[src/rtl/div32_seq_pkg.sv]
// Shared divider definitions: op-code encoding, FSM state encoding and
// the datapath width used across the core.
package div32_seq_pkg;

  localparam int XLEN = 32;

  localparam logic [1:0] DIV_OP_DIV  = 2'b00;
  localparam logic [1:0] DIV_OP_DIVU = 2'b01;
  localparam logic [1:0] DIV_OP_REM  = 2'b10;
  localparam logic [1:0] DIV_OP_REMU = 2'b11;

  typedef enum logic [1:0] {
    S_IDLE   = 2'b00,
    S_CALC   = 2'b01,
    S_FINISH = 2'b10
  } div_state_e;

  // Magnitude of a two's-complement value when the op is signed; raw otherwise.
  function automatic logic [XLEN-1:0] abs_if(input logic [XLEN-1:0] v, input logic en);
    return (en && v[XLEN-1]) ? -v : v;
  endfunction

endpackage

[src/rtl/div_sub_step.sv]
// Combinational trial subtractor for one restoring-division step:
// diff = rem - divisor as a ripple-carry add of ~divisor with carry-in 1.
module div_sub_step #(
  parameter int W = 33
) (
  input  logic [W-1:0] rem,
  input  logic [W-1:0] divisor,
  output logic [W-1:0] diff,
  output logic         nonneg
);

  logic [W-1:0] carry;

  assign carry[0] = 1'b1;

  generate
    for (genvar gi = 0; gi < W; gi++) begin : g_fa
      assign diff[gi] = rem[gi] ^ ~divisor[gi] ^ carry[gi];
      if (gi < W - 1) begin : g_carry
        assign carry[gi+1] = (rem[gi] & ~divisor[gi]) | (carry[gi] & (rem[gi] ^ ~divisor[gi]));
      end
    end
  endgenerate

  assign nonneg = ~diff[W-1];

endmodule

[src/rtl/div32_seq.sv]
// Sequential restoring divider for DIV/DIVU/REM/REMU: one quotient bit per
// clock, with single-cycle fast paths for divide-by-zero and signed overflow.
module div32_seq
  import div32_seq_pkg::*;
#(
  parameter int N = XLEN
) (
  input  logic         clk,
  input  logic         rst,
  input  logic         start,
  input  logic [1:0]   op,
  input  logic [N-1:0] dividend,
  input  logic [N-1:0] divisor,
  output logic         busy,
  output logic         done,
  output logic [N-1:0] result
);

  localparam int CW = $clog2(N);

  div_state_e    state_reg, state_next;
  logic          rem_sel_reg, rem_sel_next;
  logic [N-1:0]  dq_reg, dq_next;
  logic [N-1:0]  rem_reg, rem_next;
  logic [N-1:0]  dsr_reg, dsr_next;
  logic          neg_q_reg, neg_q_next;
  logic          neg_r_reg, neg_r_next;
  logic [CW-1:0] count_reg, count_next;
  logic [N-1:0]  result_reg, result_next;
  logic          done_reg, done_next;
  logic          busy_reg, busy_next;

  logic          signed_op;
  logic [N-1:0]  a_abs, b_abs;
  logic [N:0]    rem_shift, trial;
  logic          trial_ok;
  logic [N-1:0]  q_final, r_final;

  assign signed_op = ~op[0];
  assign a_abs     = abs_if(dividend, signed_op);
  assign b_abs     = abs_if(divisor, signed_op);

  // The stored remainder is always below the divisor, so N bits suffice;
  // only the shifted trial operand needs the extra top bit.
  assign rem_shift = {rem_reg, dq_reg[N-1]};
  assign q_final   = neg_q_reg ? -dq_reg : dq_reg;
  assign r_final   = neg_r_reg ? -rem_reg : rem_reg;

  div_sub_step #(.W(N + 1)) u_step (
    .rem     (rem_shift),
    .divisor ({1'b0, dsr_reg}),
    .diff    (trial),
    .nonneg  (trial_ok)
  );

  always_ff @(posedge clk) begin
    if (rst) begin
      state_reg   <= S_IDLE;
      rem_sel_reg <= 1'b0;
      dq_reg      <= '0;
      rem_reg     <= '0;
      dsr_reg     <= '0;
      neg_q_reg   <= 1'b0;
      neg_r_reg   <= 1'b0;
      count_reg   <= '0;
      result_reg  <= '0;
      done_reg    <= 1'b0;
      busy_reg    <= 1'b0;
    end else begin
      state_reg   <= state_next;
      rem_sel_reg <= rem_sel_next;
      dq_reg      <= dq_next;
      rem_reg     <= rem_next;
      dsr_reg     <= dsr_next;
      neg_q_reg   <= neg_q_next;
      neg_r_reg   <= neg_r_next;
      count_reg   <= count_next;
      result_reg  <= result_next;
      done_reg    <= done_next;
      busy_reg    <= busy_next;
    end
  end

  always_comb begin
    state_next   = state_reg;
    rem_sel_next = rem_sel_reg;
    dq_next      = dq_reg;
    rem_next     = rem_reg;
    dsr_next     = dsr_reg;
    neg_q_next   = neg_q_reg;
    neg_r_next   = neg_r_reg;
    count_next   = count_reg;
    result_next  = result_reg;
    done_next    = 1'b0;
    busy_next    = busy_reg;

    case (state_reg)
      S_IDLE: begin
        if (start) begin
          rem_sel_next = op[1];
          busy_next    = 1'b1;
          count_next   = CW'(N - 1);
          rem_next     = '0;
          dq_next      = a_abs;
          dsr_next     = b_abs;
          neg_q_next   = signed_op & (dividend[N-1] ^ divisor[N-1]);
          neg_r_next   = signed_op & dividend[N-1];
          state_next   = S_CALC;
          // Fast paths preload final q/r with signs already resolved.
          if (divisor == '0) begin
            dq_next    = '1;
            rem_next   = dividend;
            neg_q_next = 1'b0;
            neg_r_next = 1'b0;
            state_next = S_FINISH;
          end else if (signed_op && dividend == {1'b1, {(N-1){1'b0}}} && divisor == '1) begin
            dq_next    = {1'b1, {(N-1){1'b0}}};
            rem_next   = '0;
            neg_q_next = 1'b0;
            neg_r_next = 1'b0;
            state_next = S_FINISH;
          end
        end
      end
      S_CALC: begin
        rem_next = trial_ok ? trial[N-1:0] : rem_shift[N-1:0];
        dq_next  = {dq_reg[N-2:0], trial_ok};
        if (count_reg == '0) begin
          state_next = S_FINISH;
        end else begin
          count_next = count_reg - 1'b1;
        end
      end
      S_FINISH: begin
        result_next = rem_sel_reg ? r_final : q_final;
        done_next   = 1'b1;
        busy_next   = 1'b0;
        state_next  = S_IDLE;
      end
      default: state_next = S_IDLE;
    endcase
  end

  assign busy   = busy_reg;
  assign done   = done_reg;
  assign result = result_reg;

endmodule

[config.mk]
export PLATFORM = sky130hd
export DESIGN_NAME = div32_seq
export DESIGN_NICKNAME = d
export VERILOG_FILES = /design/src/rtl/div32_seq_pkg.sv /design/src/rtl/div_sub_step.sv /design/src/rtl/div32_seq.sv
export SDC_FILE = /design/constraint.sdc
export NUM_CORES = 1
export LEC_CHECK = 0
export ABC_AREA = 1
export CORE_ASPECT_RATIO = 0.75
export CORE_MARGIN = 1
export CORE_UTILIZATION = 50
export DETAILED_ROUTE_END_ITERATION = 16
export GPL_TIMING_DRIVEN = 0
export PLACE_DENSITY = 0.71
export SLEW_MARGIN = 10
export SYNTH_ARGS = -nofsm -noshare
export SYNTH_HDL_FRONTEND = slang
export SYNTH_SLANG_ARGS = --single-unit
export TNS_END_PERCENT = 20
[constraint.sdc]
create_clock -name clk -period 16.7 [get_ports clk]
set_input_delay 3.34 -clock clk [delete_from_list [all_inputs] [get_ports clk]]
set_output_delay 3.34 -clock clk [all_outputs]
set_load 0.005 [all_outputs]
==> results.md, run 1 <==
- Via Count: 13,673
- CP Data Required Time: ~17 ns
- Core area: 0.0213 mm²
- Hold Path Cell Cnt: 2
- Filler Cell Count: around 2,100
- Initial antenna violation count: 1
- Cell taking the most area after synthesis: dfxtp_1
- # resized after CTS: 0
- H-tree Lvls: 4
- Worst Hold End: dq_reg[18]$_SDFFE_PP0P_
- Post-synth ARST share: 0
- I/O Buffers: 101
- Hold Path Class: reg -> reg
- Die Y: around 130 µm
- Layout area overhead: 18.3%
- Most numerous cell in the Yosys netlist: nand2_1
- Final count of pins violating max slew: 0
- Worst EP arrival: 15.29 ns
- Ports: 103
- Die area: 0.0225 mm²
- Synth warnings: 0
- DR WL/cell: about 22 µm
- Clock root cell: clkbuf_16
- Core Rows: 46
- CP max FO: 10
- Max-slew headroom: 0.352
- Dpl ws: 2.06 ns
- First-pass GRT wire length: 73,500 µm
- Outcome: finished, final reports clean
- Slowest cell on crit path: dfxtp_1
- Crit start category: flip-flop
- Final setup violation count: 0
- Effective utilization at floorplan: 0.514
- RSZ-0062 raised after global routing: false
- Cells after DPL: between 2,000 and 2,500
- DRT Pass-1 Iters: 6
- Synth top area cells: dfxtp_1 26%, nand2_1 15%, nand3_1 8.5%
- Worst R2R End: rem_reg[23]$_SDFFE_PP0P_
- Gate Count Post-Synth: 1,794
- Pleak: 5.55 nW
- CTS tree: built
- Total Nets Final: around 2,000
- Mapped Area: 0.0109 mm²
- Vias per cell: 6.17
- Post-Syn Nets: between 1,500 and 2,000
- Final core utilization: 0.608
- Max incr delay on CP: 0.49 ns
- Cts hold-fix bufs: 0
- Clk_lat worst skew: roughly 0.44 ns
- Grt total ovfl: 0
- Maximum vdd drop: 0.0780 mV
- # Max-Cap Violations: 0
- CTS Buffer Depth: 2
- Die Width: 173 µm
- Slew @ Worst Pin: about 1 ns
- Sequential element share of the synthesized area: 0.256
- Synthesized area per cell: 6.10 µm²
- Number of DRC violations after detailed-routing iteration 0: roughly 2,400
- Share of cells above drive strength 1: 0.0488
- Number of synthesized register bits: 140
- Largest net degree at the start of global routing: 17
- Clk sinks: 140
- R2r setup slk: 1.73 ns
- Most used flip-flop cell after synthesis: dfxtp_1
- Final WL: 49,800 µm
- Cells on worst reg2reg path: 41
- Dpl hpwl: 39,700 µm
- CTS Buf Count: 17
- Hold Startpoint: dq_reg[18]$_SDFFE_PP0P_
- Synth cell count leaders: 427 x nand2_1, 238 x nor2_1, 195 x inv_1
- Setup_tns: 0 ns
- Period Utilization, post-route: 0.896
- DRC violations left: 0
- Postcts setup bufs: 0
- Vias in the first global route: 12,121
- Max Clock Skew: 0.00940 ns
- Clock slew at reported path FFs: roughly 0.07 ns
- Crit end category: flip-flop
- EDFF count, synth: 0
- CP Class: reg -> reg
- Max Fclk: about 67 MHz
- Total GRT Usage: 0.440
- RR Startpoint: dq_reg[31]$_SDFFE_PP0P_
- Synth top area share: 0.256
- Distinct cells, synth: 41
- Final Hold Viols: 0
- ANT nets after route: 0
- Final WS setup: 1.73 ns
- P per Cell Area: about 110 mW/mm²
- Antenna Diode Count: 0
- Final Non-Filler Cells: 2,215
- CP top delay family: adder cells
- CP Buf/Inv Count: 4
- Stages on the worst setup path: 41
- Most frequent CP cell: fa_1
- GPL Wtd Cong: 1.05
- Period minus WS final: 14.97 ns
[routing by layer]
layer | vias to the layer above | share of wire | GRT usage
met5 | - | 0.00092 | 0
met4 | 4 | 0.034 | 0.156
met3 | 118 | 0.17 | 0.158
met2 | 1091 | 0.37 | 0.598
met1 | 6298 | 0.42 | 0.632
li1 | 6162 | - | -
[layout make-up]
| type | count | area, µm² | area share |
|---|---|---|---|
| plain buffers | 86 | 360 | 0.0278 |
| clock buffers | 17 | 425 | 0.0329 |
| clock inverters | 15 | 208 | 0.0160 |
| inverters | 199 | 749 | 0.0579 |
| multi-input cells | 1369 | 7030 | 0.543 |
| flip-flops and latches | 140 | 2800 | 0.217 |
| well taps | 288 | 360 | 0.0278 |
| repair buffers | 101 | 1010 | 0.0781 |
[cell families after synthesis]
group / synth area share
AOI/OAI and AO/OA: 0.197
adders and majority gates: 0.0659
DFF: 0.256
xor gates and xnor gates: 0.0216
buffers and inverters: 0.101
and+or+nand+nor: 0.358
[worst max-delay path by stage]
| stage | from | end |
|---|---|---|
| after floorplan | dq_reg[31]$_SDFFE_PP0P_ | rem_reg[2]$_SDFFE_PP0P_ |
| after global placement | dq_reg[31]$_SDFFE_PP0P_ | rem_reg[1]$_SDFFE_PP0P_ |
| after detailed placement | dq_reg[31]$_SDFFE_PP0P_ | rem_reg[9]$_SDFFE_PP0P_ |
| after CTS | dq_reg[31]$_SDFFE_PP0P_ | rem_reg[23]$_SDFFE_PP0P_ |
| after global routing | dq_reg[31]$_SDFFE_PP0P_ | rem_reg[24]$_SDFFE_PP0P_ |
| final | dq_reg[31]$_SDFFE_PP0P_ | rem_reg[23]$_SDFFE_PP0P_ |
[metrics by stage]
stage	area (µm²)	hold WS [ns]	power (mW)
finish	12900	0.499	1.41
detailed placement	12300	0.483	0.950
floorplan	10900	0.453	0.749
CTS	12900	0.499	1.37
global placement	12300	0.469	0.944
global route	12900	0.516	1.46
[worst register-to-register path, delay by kind of cell, from the launching register on]
family          cells  cell delay (ns)
compound gates      3             0.52
fa+ha+maj          32            12.35
buf+inv             4             0.87
flops               1             0.49
simple gates        2             0.62
[power breakdown]
part           leakage [nW]  internal, mW  switching, mW
sequential             1.15         0.372         0.0441
clock                 0.309         0.253          0.176
combinational          4.09         0.179          0.382
total                  5.55         0.804          0.602
[cells in the final DEF (no fill, tap or decap), drive strengths merged, types with 15 or more instances in the layout]
master         count
nand2            428
a21oi            141
nand4             38
clkbuf            76
nor2             247
nand3            189
dfxtp            140
o211ai            33
o21ai            163
buf               27
clkdlybuf4s50    101
fa                31
inv              205
nor3              16
xor2              15
a31oi             24
(Power assumes the default switching activity.)
==> inputs of run 2 (changes only) <==
--- a/config.mk
+++ b/config.mk
@@ -12,7 +12,7 @@
 export DETAILED_ROUTE_END_ITERATION = 16
 export GPL_TIMING_DRIVEN = 0
 export PLACE_DENSITY = 0.71
-export SLEW_MARGIN = 10
+export SETUP_SLACK_MARGIN = 0.15
 export SYNTH_ARGS = -nofsm -noshare
 export SYNTH_HDL_FRONTEND = slang
 export SYNTH_SLANG_ARGS = --single-unit
==> results of run 2 <==
The final DEF is identical to that of run 1; final timing and power are the same.
==> inputs of run 3 (changes only) <==
--- a/config.mk
+++ b/config.mk
@@ -8,10 +8,9 @@
 export ABC_AREA = 1
 export CORE_ASPECT_RATIO = 0.75
 export CORE_MARGIN = 1
-export CORE_UTILIZATION = 50
+export CORE_UTILIZATION = 35
 export DETAILED_ROUTE_END_ITERATION = 16
 export GPL_TIMING_DRIVEN = 0
-export PLACE_DENSITY = 0.71
 export SETUP_SLACK_MARGIN = 0.15
 export SYNTH_ARGS = -nofsm -noshare
 export SYNTH_HDL_FRONTEND = slang
==> run 3 against run 2 <==
Clock power is 8.6% lower. Count of clock-buffer cells in the layout is 2 higher. Setup slack better by 0.41 ns. Hold slack worse by 0.033 ns. Critical endpoint is now rem_reg[1]$_SDFFE_PP0P_. Die area is 42% higher. Largest power group unchanged. Critical path type unchanged. Critical path depth is 1 higher.
==> results.md, run 3 (synthesis gave the netlist of run 1 again) <==
- Outcome: finished, final reports clean
- GPL Wtd Cong: 0.987 (-5.7%)
- ANT nets after route: 0 (unchanged)
- Antenna Diode Count: 0 (unchanged)
- Worst Setup EP: rem_reg[1]$_SDFFE_PP0P_
- First-pass GRT wire length: 79,000 µm (+7.5%)
- Total GRT Usage: 0.342 (-0.0985)
- Crit end category: flip-flop
- Total Nets Final: 2,022 (unchanged)
- CP Data Required Time: 17.00 ns (-0.02 ns)
- Initial antenna violation count: 2 (+1)
- CP top delay family: adder cells
- Dpl ws: 2.18 ns (+0.123 ns)
- Maximum vdd drop: 0.0875 mV (+12%)
- Die area: 0.0320 mm² (+42%)
- Postcts setup bufs: 0 (unchanged)
- P per Cell Area: 105 mW/mm² (-3.7%)
- CP Class: reg -> reg
- Pleak: 5.51 nW (-0.59%)
- CP max FO: 10 (unchanged)
- Hold Path Class: reg -> reg
- Leading cell types in the layout, fill and taps excluded: 427 x nand2_1, 238 x nor2_1, 195 x inv_1, 186 x nand3_1, 158 x o21ai_0
- # Max-Cap Violations: 0 (unchanged)
- Critical path origin: dq_reg[31]$_SDFFE_PP0P_
- Die Width: 206 µm (+19%)
- Clock root cell: clkbuf_16
- Design Power: 1.36 mW (-3.0%)
- Clk sinks: 140 (unchanged)
- DRT Pass-1 Iters: 6 (unchanged)
- Core area: 0.0304 mm² (+43%)
- Max incr delay on CP: 0.48 ns (about the same)
- Period Utilization, post-route: 0.872 (-0.0243)
- Core Rows: 55 (+20%)
- # resized after CTS: 0 (unchanged)
- Dpl hpwl: 43,500 µm (+9.7%)
- Clk_lat worst skew: 0.45 ns (about the same)
- Worst hold margin: 0.466 ns (-0.0329 ns)
- Effective utilization at floorplan: 0.360 (-0.154)
- Final WL: 53,600 µm (+7.5%)
- Max Clock Skew: 0.0135 ns (+0.00413 ns)
- Final core utilization: 0.428 (-0.179)
- Stages on the worst setup path: 42 (+2.4%)
- Die Y: 155 µm (+19%)
- Multi-input gate area: 0.00703 mm² (unchanged)
- Ports: 103 (unchanged)
- Setup_tns: 0 ns (unchanged)
- CTS Buf Count: 17 (unchanged)
- DRC violations left: 0 (unchanged)
- CTS Buffer Depth: 2 (unchanged)
- Via Count: 13,083 (-4.3%)
- Final Hold Viols: 0 (unchanged)
- Final WS setup: 2.14 ns (+0.406 ns)
- Share of cells above drive strength 1: 0.0478 (-0.00101)
- Worst EP arrival: 14.87 ns (-0.42 ns)
- R2r setup slk: 2.14 ns (+0.41 ns)
- Max-slew headroom: 0.268 (-0.0843)
- Layout area overhead: 19.1%
- Vias per cell: 5.63 (-8.8%)
- I/O Buffers: 101 (unchanged)
- Largest net degree at the start of global routing: 17 (unchanged)
- CTS tree: built
- Vias in the first global route: 11,869 (-2.1%)
- Max Fclk: 68.7 MHz (+2.8%)
- Reg area: 0.00280 mm² (unchanged)
- Filler Cell Count: 3,358 (+60%)
- Number of DRC violations after detailed-routing iteration 0: 1,791 (-25%)
- RSZ-0062 raised after global routing: false
- Clock slew at reported path FFs: 0.06 ns (about the same)
- Crit start category: flip-flop
- Period minus WS final: 14.56 ns (-0.406 ns)
- RR Startpoint: dq_reg[31]$_SDFFE_PP0P_
- Grt total ovfl: 0 (unchanged)
- Cts hold-fix bufs: 0 (unchanged)
- H-tree Lvls: 4 (unchanged)
- Worst R2R End: rem_reg[1]$_SDFFE_PP0P_
- Final setup violation count: 0 (unchanged)
- DR WL/cell: 23.0 µm (+2.4%)
- Slew @ Worst Pin: 1.10 ns (+0.126 ns)
- Most frequent CP cell: fa_1
- Final count of pins violating max slew: 0 (unchanged)
- CP Buf/Inv Count: 6 (+2)
- Cells on worst reg2reg path: 42 (+2.4%)
- Commonest non-fill, non-tap cell in the layout: nand2_1
- Slowest cell on crit path: dfxtp_1
-- run 3: cell count changes in the layout (fill, tap and decap cells not counted), sizes merged --
cell | previous run | this run
bufinv | 4 | 2
clkbuf | 76 | 78
clkinv | 4 | 3
inv | 205 | 203
clkinvlp | 1 | 3
-- run 3: through the flow --
stage | instances | cell area, µm²
final | 2325 | 13000
after detailed placement | 2294 | 12400
after CTS | 2325 | 13000
after global placement | 2294 | 12400
after global routing | 2325 | 13000
after floorplan | 1794 | 10900
-- run 3: how the worst min path moves through the flow --
| stage | to | slack, ns | cells after the start | from |
|---|---|---|---|---|
| finish | busy$_SDFFE_PP0P_ | 0.47 | 2 | busy$_SDFFE_PP0P_ |
| global route | dq_reg[1]$_SDFFE_PP0P_ | 0.51 | 2 | dq_reg[1]$_SDFFE_PP0P_ |
| CTS | busy$_SDFFE_PP0P_ | 0.47 | 2 | busy$_SDFFE_PP0P_ |
| detailed placement | busy$_SDFFE_PP0P_ | 0.46 | 2 | busy$_SDFFE_PP0P_ |
| global placement | busy$_SDFFE_PP0P_ | 0.46 | 2 | busy$_SDFFE_PP0P_ |
| floorplan | result[0]$_SDFFE_PP0P_ | 0.45 | 2 | dq_reg[0]$_SDFFE_PP0P_ |
-- run 3: layout make-up --
type / count / share of cell area
Buffer: 86 / 0.0277
Sequential cell: 140 / 0.215
Timing Repair Buffer: 101 / 0.0776
Clock buffer: 19 / 0.0340
Inverter: 199 / 0.0575
Tap cell: 399 / 0.0383
Clock inverter: 12 / 0.0105
Multi-Input combinational cell: 1369 / 0.539
-- run 3: worst min-delay path, cell delays in order (launching register included) --
cell,delay (ns)
dfxtp_1,0.31
nand2_1,0.06
a21oi_1,0.05
-- run 3: power breakdown --
group          switching [mW]  internal, mW  total, mW
combinational           0.377         0.176      0.553
sequential             0.0461         0.372      0.418
clock                   0.167         0.224      0.392
-- run 3: per-layer routing --
layer  part of all wire  GRT usage  vias to the layer above
met5                  0          0                        -
li1                   -          -                     6162
met3               0.12     0.0909                       46
met1               0.47      0.531                     6155
met4             0.0098     0.0543                        0
met2               0.39      0.467                      720
